===== src/rtl/hdmi_pattern_src.sv =====
// Video timing generator with a built-in test-pattern source (solid, gradient, bars, checker).
// Outputs are registered one cycle behind the raster counters; disabling always finishes the frame.
module hdmi_pattern_src #(
   parameter int horizontal_res = 64,
   parameter int vertical_res   = 64,
   parameter int h_fp           = 4,
   parameter int h_sync         = 4,
   parameter int h_bp           = 4,
   parameter int v_fp           = 2,
   parameter int v_sync         = 2,
   parameter int v_bp           = 2
) (
   input  logic        hdmi_clk,
   input  logic        hdmi_rst_n,
   input  logic        en,
   input  logic [1:0]  mode,
   input  logic [23:0] solid_rgb,
   output logic        hdmi_hs,
   output logic        hdmi_vs,
   output logic        hdmi_de,
   output logic [31:0] hdmi_data,
   output logic [7:0]  frame_cnt,
   output logic        busy
);

   localparam int HT = horizontal_res + h_fp + h_sync + h_bp;
   localparam int VT = vertical_res + v_fp + v_sync + v_bp;
   localparam int HW = $clog2(HT);
   localparam int VW = $clog2(VT);

   localparam logic [HW-1:0] H_ACT  = HW'(horizontal_res);
   localparam logic [HW-1:0] H_SS   = HW'(horizontal_res + h_fp);
   localparam logic [HW-1:0] H_SL   = HW'(horizontal_res + h_fp + h_sync - 1);
   localparam logic [HW-1:0] H_LAST = HW'(HT - 1);
   localparam logic [VW-1:0] V_ACT  = VW'(vertical_res);
   localparam logic [VW-1:0] V_SS   = VW'(vertical_res + v_fp);
   localparam logic [VW-1:0] V_SL   = VW'(vertical_res + v_fp + v_sync - 1);
   localparam logic [VW-1:0] V_LAST = VW'(VT - 1);
   localparam logic [HW+2:0] BAR_DIV = (HW+3)'(horizontal_res);

   localparam logic [1:0] ST_IDLE  = 2'd0;
   localparam logic [1:0] ST_RUN   = 2'd1;
   localparam logic [1:0] ST_DRAIN = 2'd2;

   logic [1:0]    state_q, state_d;
   logic [HW-1:0] hcnt_q, hcnt_d;
   logic [VW-1:0] vcnt_q, vcnt_d;
   logic [7:0]    frame_q, frame_d;
   logic [1:0]    mode_q, mode_d;
   logic [23:0]   rgb_q, rgb_d;
   logic          hs_q, hs_d, vs_q, vs_d, de_q, de_d, busy_q, busy_d;
   logic [31:0]   data_q, data_d;

   logic          running, h_last, v_last, frame_end, frame_start;
   logic [1:0]    mode_eff;
   logic [23:0]   rgb_eff, pix;
   logic [7:0]    x8, y8;
   logic [2:0]    bar;
   logic          chk;

   always_comb begin
      running     = (state_q != ST_IDLE);
      h_last      = (hcnt_q == H_LAST);
      v_last      = (vcnt_q == V_LAST);
      frame_end   = running && h_last && v_last;
      frame_start = (state_q == ST_RUN) && (hcnt_q == '0) && (vcnt_q == '0);

      state_d = state_q;
      hcnt_d  = hcnt_q;
      vcnt_d  = vcnt_q;
      frame_d = frame_q;
      mode_d  = mode_q;
      rgb_d   = rgb_q;

      case (state_q)
         ST_IDLE:  if (en) state_d = ST_RUN;
         ST_RUN:   if (!en) state_d = ST_DRAIN;
         ST_DRAIN: begin
            if (en)             state_d = ST_RUN;
            else if (frame_end) state_d = ST_IDLE;
         end
         default:  state_d = ST_IDLE;
      endcase

      if (running) begin
         if (h_last) begin
            hcnt_d = '0;
            vcnt_d = v_last ? '0 : vcnt_q + VW'(1);
         end else begin
            hcnt_d = hcnt_q + HW'(1);
         end
         if (frame_end) frame_d = frame_q + 8'd1;
      end

      // The pixel at frame start already uses the freshly sampled pattern settings.
      if (frame_start) begin
         mode_d = mode;
         rgb_d  = solid_rgb;
      end
   end

   always_comb begin
      mode_eff = frame_start ? mode : mode_q;
      rgb_eff  = frame_start ? solid_rgb : rgb_q;
      x8       = 8'(hcnt_q);
      y8       = 8'(vcnt_q);
      bar      = 3'({hcnt_q, 3'b000} / BAR_DIV);
      chk      = x8[3] ^ y8[3] ^ frame_q[0];

      case (mode_eff)
         2'd0:    pix = rgb_eff;
         2'd1:    pix = {x8, y8, frame_q};
         2'd2:    pix = {{8{bar[2]}}, {8{bar[1]}}, {8{bar[0]}}};
         default: pix = {24{chk}};
      endcase

      de_d   = running && (hcnt_q < H_ACT) && (vcnt_q < V_ACT);
      hs_d   = !(running && (hcnt_q >= H_SS) && (hcnt_q <= H_SL));
      vs_d   = !(running && (vcnt_q >= V_SS) && (vcnt_q <= V_SL));
      data_d = de_d ? {8'h00, pix} : 32'h0;
      busy_d = running;
   end

   always_ff @(posedge hdmi_clk or negedge hdmi_rst_n) begin
      if (!hdmi_rst_n) begin
         state_q <= ST_IDLE;
         hcnt_q  <= '0;
         vcnt_q  <= '0;
         frame_q <= 8'd0;
         mode_q  <= 2'd0;
         rgb_q   <= 24'h0;
         hs_q    <= 1'b1;
         vs_q    <= 1'b1;
         de_q    <= 1'b0;
         data_q  <= 32'h0;
         busy_q  <= 1'b0;
      end else begin
         state_q <= state_d;
         hcnt_q  <= hcnt_d;
         vcnt_q  <= vcnt_d;
         frame_q <= frame_d;
         mode_q  <= mode_d;
         rgb_q   <= rgb_d;
         hs_q    <= hs_d;
         vs_q    <= vs_d;
         de_q    <= de_d;
         data_q  <= data_d;
         busy_q  <= busy_d;
      end
   end

   assign hdmi_hs   = hs_q;
   assign hdmi_vs   = vs_q;
   assign hdmi_de   = de_q;
   assign hdmi_data = data_q;
   assign frame_cnt = frame_q;
   assign busy      = busy_q;

endmodule


===== config.mk =====
export PLATFORM = sky130hd
export DESIGN_NAME = hdmi_pattern_src
export DESIGN_NICKNAME = d
export VERILOG_FILES = /design/src/rtl/hdmi_pattern_src.sv
export SDC_FILE = /design/constraint.sdc
export NUM_CORES = 1
export LEC_CHECK = 0
export BUFFER_PORTS_ARGS = -buffer_cell sky130_fd_sc_hd__buf_2
export CAP_MARGIN = 10
export CORE_AREA = 2 2 92 94
export DETAILED_ROUTE_END_ITERATION = 8
export DIE_AREA = 0 0 94 96
export PLACE_DENSITY = 0.74
export SLEW_MARGIN = 20
export SYNTH_ARGS = -nofsm -noshare
export SYNTH_HDL_FRONTEND = slang
export SYNTH_SLANG_ARGS = --single-unit

===== constraint.sdc =====
create_clock -name hdmi_clk -period 2.5 [get_ports hdmi_clk]
set_clock_uncertainty 0.15 [all_clocks]
set_input_delay 0.125 -clock hdmi_clk [delete_from_list [all_inputs] [get_ports hdmi_clk]]
set_output_delay 0.125 -clock hdmi_clk [all_outputs]
set_load 0.02 [all_outputs]

# Word level (Yosys, flattened, before mapping)
# Index checks and enable logic that the tools add are counted.
# totals
inputBits	29
reg_bits	78
output_inout_bits	44
elab_cells	62
# op_classes
mux	11
order_cmp	6
n_addsub	3
bitwise_logic	2
n_reduce_logical	20
n_eq_ne	9
# op_table
cell	count
24-bit one-hot mux with 3 select lines	1
24-bit 2-to-1 mux	2
7-bit by 1-bit adder with 7-bit output (second input constant)	2
7-bit equality test (second input constant)	2
7-bit greater-or-equal comparator (second input constant)	2
7-bit <= comparator (second input constant)	2
7-bit logical NOT	2
7-bit < comparator (second input constant)	2
7-bit 2-to-1 mux	2
1-bit logical AND	10
2-bit 2-to-1 mux	5
8-bit by 1-bit adder with 8-bit output (second input constant)	1
2-bit one-hot mux with 3 select lines	1
2-bit by 1-bit equality test with 1-bit output (second input constant)	2
2-bit equality test (second input constant)	2
2-bit logical NOT	2
2-bit != test (second input constant)	2
2-bit AND reduction	2
3-bit != test (second input constant)	1
3-bit AND reduction	1
1-bit logical NOT	2
2-bit nonzero test	1
1-bit bitwise XOR	2

# Depth between registers and ports, before layout
# logic_depth
depth_word	7
mapped_depth	10
ltp_nobuf	8

# Worst setup path before layout
# No wires, ideal clock.
# synth_path
path_type	register to register
start	register vcnt_q[3]
end	register data_q[1], in the netlist hdmi_data[1]
required_ns	2.200
path_buffers	3
setup_ns	0.150
stages_incl_launch_ff	9
synth_period_minus_slack_ns	2.677
slack_ns	-0.177
arrival_time_ns	2.377
cell_sequence	dfrtp_1 -> buf_6 -> or4_4 -> or4_1 -> buf_6 -> mux2_4 -> o21ai_4 -> buf_6 -> a211oi_1
# synth_between
elab_chain_cells	6
elab_cells_between_ends	13
cone_classes	1 x order compare; 2 x eq/ne; 4 x mux; 2 x bitwise; 4 x reduce/logical
# synth_lines
element	line_no	source
start: declaration	47	logic [VW-1:0] vcnt_q, vcnt_d;
start signal: assignment	140	vcnt_q <= vcnt_d;
7-bit logical NOT	66	frame_start = (state_q == ST_RUN) && (hcnt_q == '0) && (vcnt_q == '0);
1-bit logical AND	66	
2-bit 2-to-1 mux	--	
2-bit equality test (tied with other cells)	110	case (mode_eff)
24-bit one-hot mux with 3 select lines	110	
24-bit 2-to-1 mux (*)	120	data_d = de_d ? {8'h00, pix} : 32'h0;
named net data_d[1]	52	logic [31:0] data_q, data_d;
end signal: assignment	147	data_q <= data_d;
end: declaration	52	
# The timed path passes the listed nets; every way through them passes the cells marked *.
# A chain may end at the register's enable or synchronous reset.

# Worst setup path after layout
# layout_path
start	register state_q[1]
end	register data_q[6], in the netlist hdmi_data[6]
# layout_between
elab_chain_cells	7
elab_cells_between_ends	13
cone_classes	3 x eq/ne; 4 x mux; 6 x reduce/logical
# layout_lines
element	line_no	source
start: declaration	45	logic [1:0] state_q, state_d;
start signal: assignment	138	state_q <= state_d;
2-bit by 1-bit equality test with 1-bit output	66	
1-bit logical AND (2 in a row)	66	
2-bit 2-to-1 mux	--	
2-bit equality test (tied with other cells)	110	
24-bit one-hot mux with 3 select lines	110	
24-bit 2-to-1 mux (*)	120	
named net data_d[6]	52	
# Marked as above.

==> run summary <==
first-pass GRT wire length -> 15750 µm
DIE AREA -> 9024 µm²
Top-Level Pins -> 73
vias -> 3528
Avg Inst Size Synth -> 9.555 µm²
Reg2Reg Capture Point -> hdmi_data[6]
crit share post-route -> 1.062
Antenna Nets Post-Route -> 0
Chip Height -> 96 µm
worst hold path endpoint -> hdmi_data[23]
failing checks -> negative setup slack
Worst R2R Path Depth -> 6
hold path start -> mode[0]
TritonCTS clock tree -> built
max_cap viols -> 0
Pint -> 3.358 mW
die width -> 94 µm
Global Route Usage Sum -> 0.2273
Syn. warnings -> 0
Worst Path Required -> 2.59 ns
Pleak -> 2.532 nW
FMAX -> 376.7 MHz
CP Launch Type -> flop
P_sw -> 2.351 mW
drt initial violations -> 238
count of final max-slew check failures -> 0
Rel. slew slack -> 0.3574
Vias/cell -> 5.487
first drt pass iteration count -> 5
H-tree depth -> 3
HPWL Detailed -> 6593 µm
sequential power share -> 0.334
Setup-failing EPs final -> 24
most numerous cell in the Yosys netlist -> nand2_1
Worst Tran Pin Value -> 0.9639 ns
power share of the clock group -> 0.161
share of cells above drive strength 1 -> 0.3457
Critical path buffers and inverters -> 1
final hold viol count -> 0
Cells after Synth -> 410
final wirelength -> 10570 µm
Avg WL per Cell -> 16.44 µm
worst reg2reg setup slack -> -0.15 ns
RSZ-0062 raised after global routing -> true
hold depth -> 4
Ant. Diodes -> 0
core area -> 8051 µm²
overall power -> 5.709 mW
Max stage delay on crit path -> 0.61 ns
Cell Rows -> 33
DRC -> 0
Clock Path Buffers -> 2
status -> complete, but fails checks
Final Net Count -> 568
Post-synth EDFFs -> 0
synth unique cells -> 50
Fill cells -> 596
total gr overflow -> 0
I/O Buffers -> 64
gpl congestion -> 0.8920
largest net degree at the start of global routing -> 79
Final min period -> 2.655 ns
vias in the first global route -> 3262
Worst-path clk slew -> 0.08 ns
top cells by area, synth -> dfrtp_1 49%, nand2_1 7.5%, a21oi_1 4.5%
CP Cell Sequence -> or4b_4 > or4_4 > mux2_4 > o21ai_4 > clkbuf_16 > a211oi_2
antenna violations before repair -> 0
family with the most delay on the worst path -> simple AND/OR/NAND/NOR gates
Crit. End Element -> flop
register area share after synthesis -> 0.4989
maximum VDD drop -> 0.3700 mV
Initial Util -> 0.4866
worst hold-check path type -> in2reg
Slowest-stage cell, CP -> or4_4
CP max FO -> 5
area leader, netlist -> dfrtp_1
Post-synth top cells -> 78 x nand2_1, 76 x dfrtp_1, 35 x a21oi_1, 26 x o21ai_0, 19 x nor2_1
Power Density -> 1073 nW/µm²
Synth Register Bits -> 78
Crit Path Class -> reg2reg
setup ws final -> -0.1548 ns
hold_ws -> 0.09858 ns
Syn-to-layout area delta -> 35.77%
CTS root buffer -> clkbuf_8
Comb pwr share -> 0.505
crit path DAT -> 2.75 ns
top_reg_cell synth -> dfrtp_1
Cell Area, Synth -> 3918 µm²
ys async rst share -> 1.000
reg2reg start -> state_q[1]
total CTS buffers -> 9
worst-skew pair later-pin latency -> 0.36 ns
CTS Sinks -> 78
switching portion of total power -> 0.4118
Synth top area share -> 0.4855
==> registers in the layout, indices dropped and copies added, names as in the netlist <==
name	flops
frame_cnt	8
hdmi_de	1
hdmi_hs	1
mode_q	2
hdmi_vs	1
state_q	2
rgb_q	24
hcnt_q	7
vcnt_q	7
hdmi_data	24
busy	1
==> worst min-delay path: stages <==
cell and delay [ns]:
buf_2 0.14, nor3_1 0.08, o21ai_0 0.16, a21oi_1 0.07
==> cell usage in the layout (no fill, tap or decap), drive strengths merged, types with 2 or more instances in the layout <==
| master | n |
|---|---|
| buf | 111 |
| nand2 | 78 |
| dfrtp | 76 |
| a21oi | 36 |
| o21ai | 33 |
| dlygate4sd3 | 26 |
| nor2 | 19 |
| nand3 | 13 |
| mux2i | 13 |
| nor3 | 12 |
| xnor2 | 11 |
| clkbuf | 11 |
| a211oi | 10 |
| nor3b | 9 |
| a31oi | 8 |
| conb | 8 |
| inv | 8 |
| nand4 | 6 |
| xor2 | 6 |
| ha | 6 |
| mux2 | 5 |
| and3 | 4 |
| clkinv | 4 |
| clkinvlp | 3 |
| or4 | 2 |
| a32oi | 2 |
| dfstp | 2 |
| nor4 | 2 |
==> metrics by stage <==
stage | util | TNS [ns] | worst slack, ns | instance area [µm²] | std cells
after CTS | 0.6367 | -1.530 | -0.1030 | 5126 | 639
after global routing | 0.6606 | -4.117 | -0.2107 | 5319 | 643
after global placement | 0.5588 | -0.8543 | -0.07204 | 4499 | 590
final | 0.6606 | -3.155 | -0.1548 | 5319 | 643
after floorplan | - | -2.367 | -0.1242 | 3966 | 417
after detailed placement | 0.5588 | -1.813 | -0.1479 | 4499 | 590
==> worst max-delay path by stage <==
stage                           from            end  cells after the start
after floorplan            vcnt_q[6]   hdmi_data[1]                      7
after global placement    state_q[1]   hdmi_data[2]                      7
after detailed placement  state_q[1]   hdmi_data[7]                      7
after CTS                  vcnt_q[4]   hdmi_data[7]                      8
after global routing      state_q[1]  hdmi_data[12]                      7
final                     state_q[1]   hdmi_data[6]                      6
==> kinds of logic after synthesis <==
group | count (synthesis) | synth area share
AO/OA/AOI/OAI | 94 | 0.1405
XOR/XNOR | 17 | 0.03801
adder cells (fa/ha/maj) | 6 | 0.01916
buffers and inverters | 43 | 0.06516
flip-flops | 78 | 0.4989
multiplexers | 18 | 0.05366
other | 1 | 0.0009572
AND/OR/NAND/NOR | 153 | 0.1837
==> routing by layer <==
metal	track usage	up-vias	wire [µm]
met2	0.3571	135	5254
met5	0	-	0
li1	-	1656	-
met1	0.3175	1708	4539
met4	0.1014	0	309
met3	0.02976	29	465
==> power by group through the flow <==
stage	sequential [mW]	clock, mW	combinational (mW)
after floorplan	2.07	0	1.31
after detailed placement	1.91	0	2.16
final	1.91	0.918	2.88
after global routing	1.95	0.989	3.09
after CTS	1.89	0.938	2.49
after global placement	1.91	0	2.09
==> final cells by class <==
cell class,count,area [µm²],share of cell area
Sequential cell,78,1954,0.3674
Inverter,10,37.54,0.007057
Tap cell,105,131.4,0.02470
Clock buffer,10,127.6,0.02399
Clock inverter,6,62.56,0.01176
Timing Repair Buffer,138,1026,0.1929
Multi-Input combinational cell,296,1979,0.3721
==> timing repair <==
item / CTS / global route
buffers inserted: 5 / 2
cloned: 2 / 3
hold endpoints to repair: 102 / 0
pin swaps: 10 / 10
gates resized for setup: 37 / 34
endpoints found under the setup margin: 24 / 25
hold buffers: 26 / 0
Note: power is estimated with default switching activity, not from simulation.
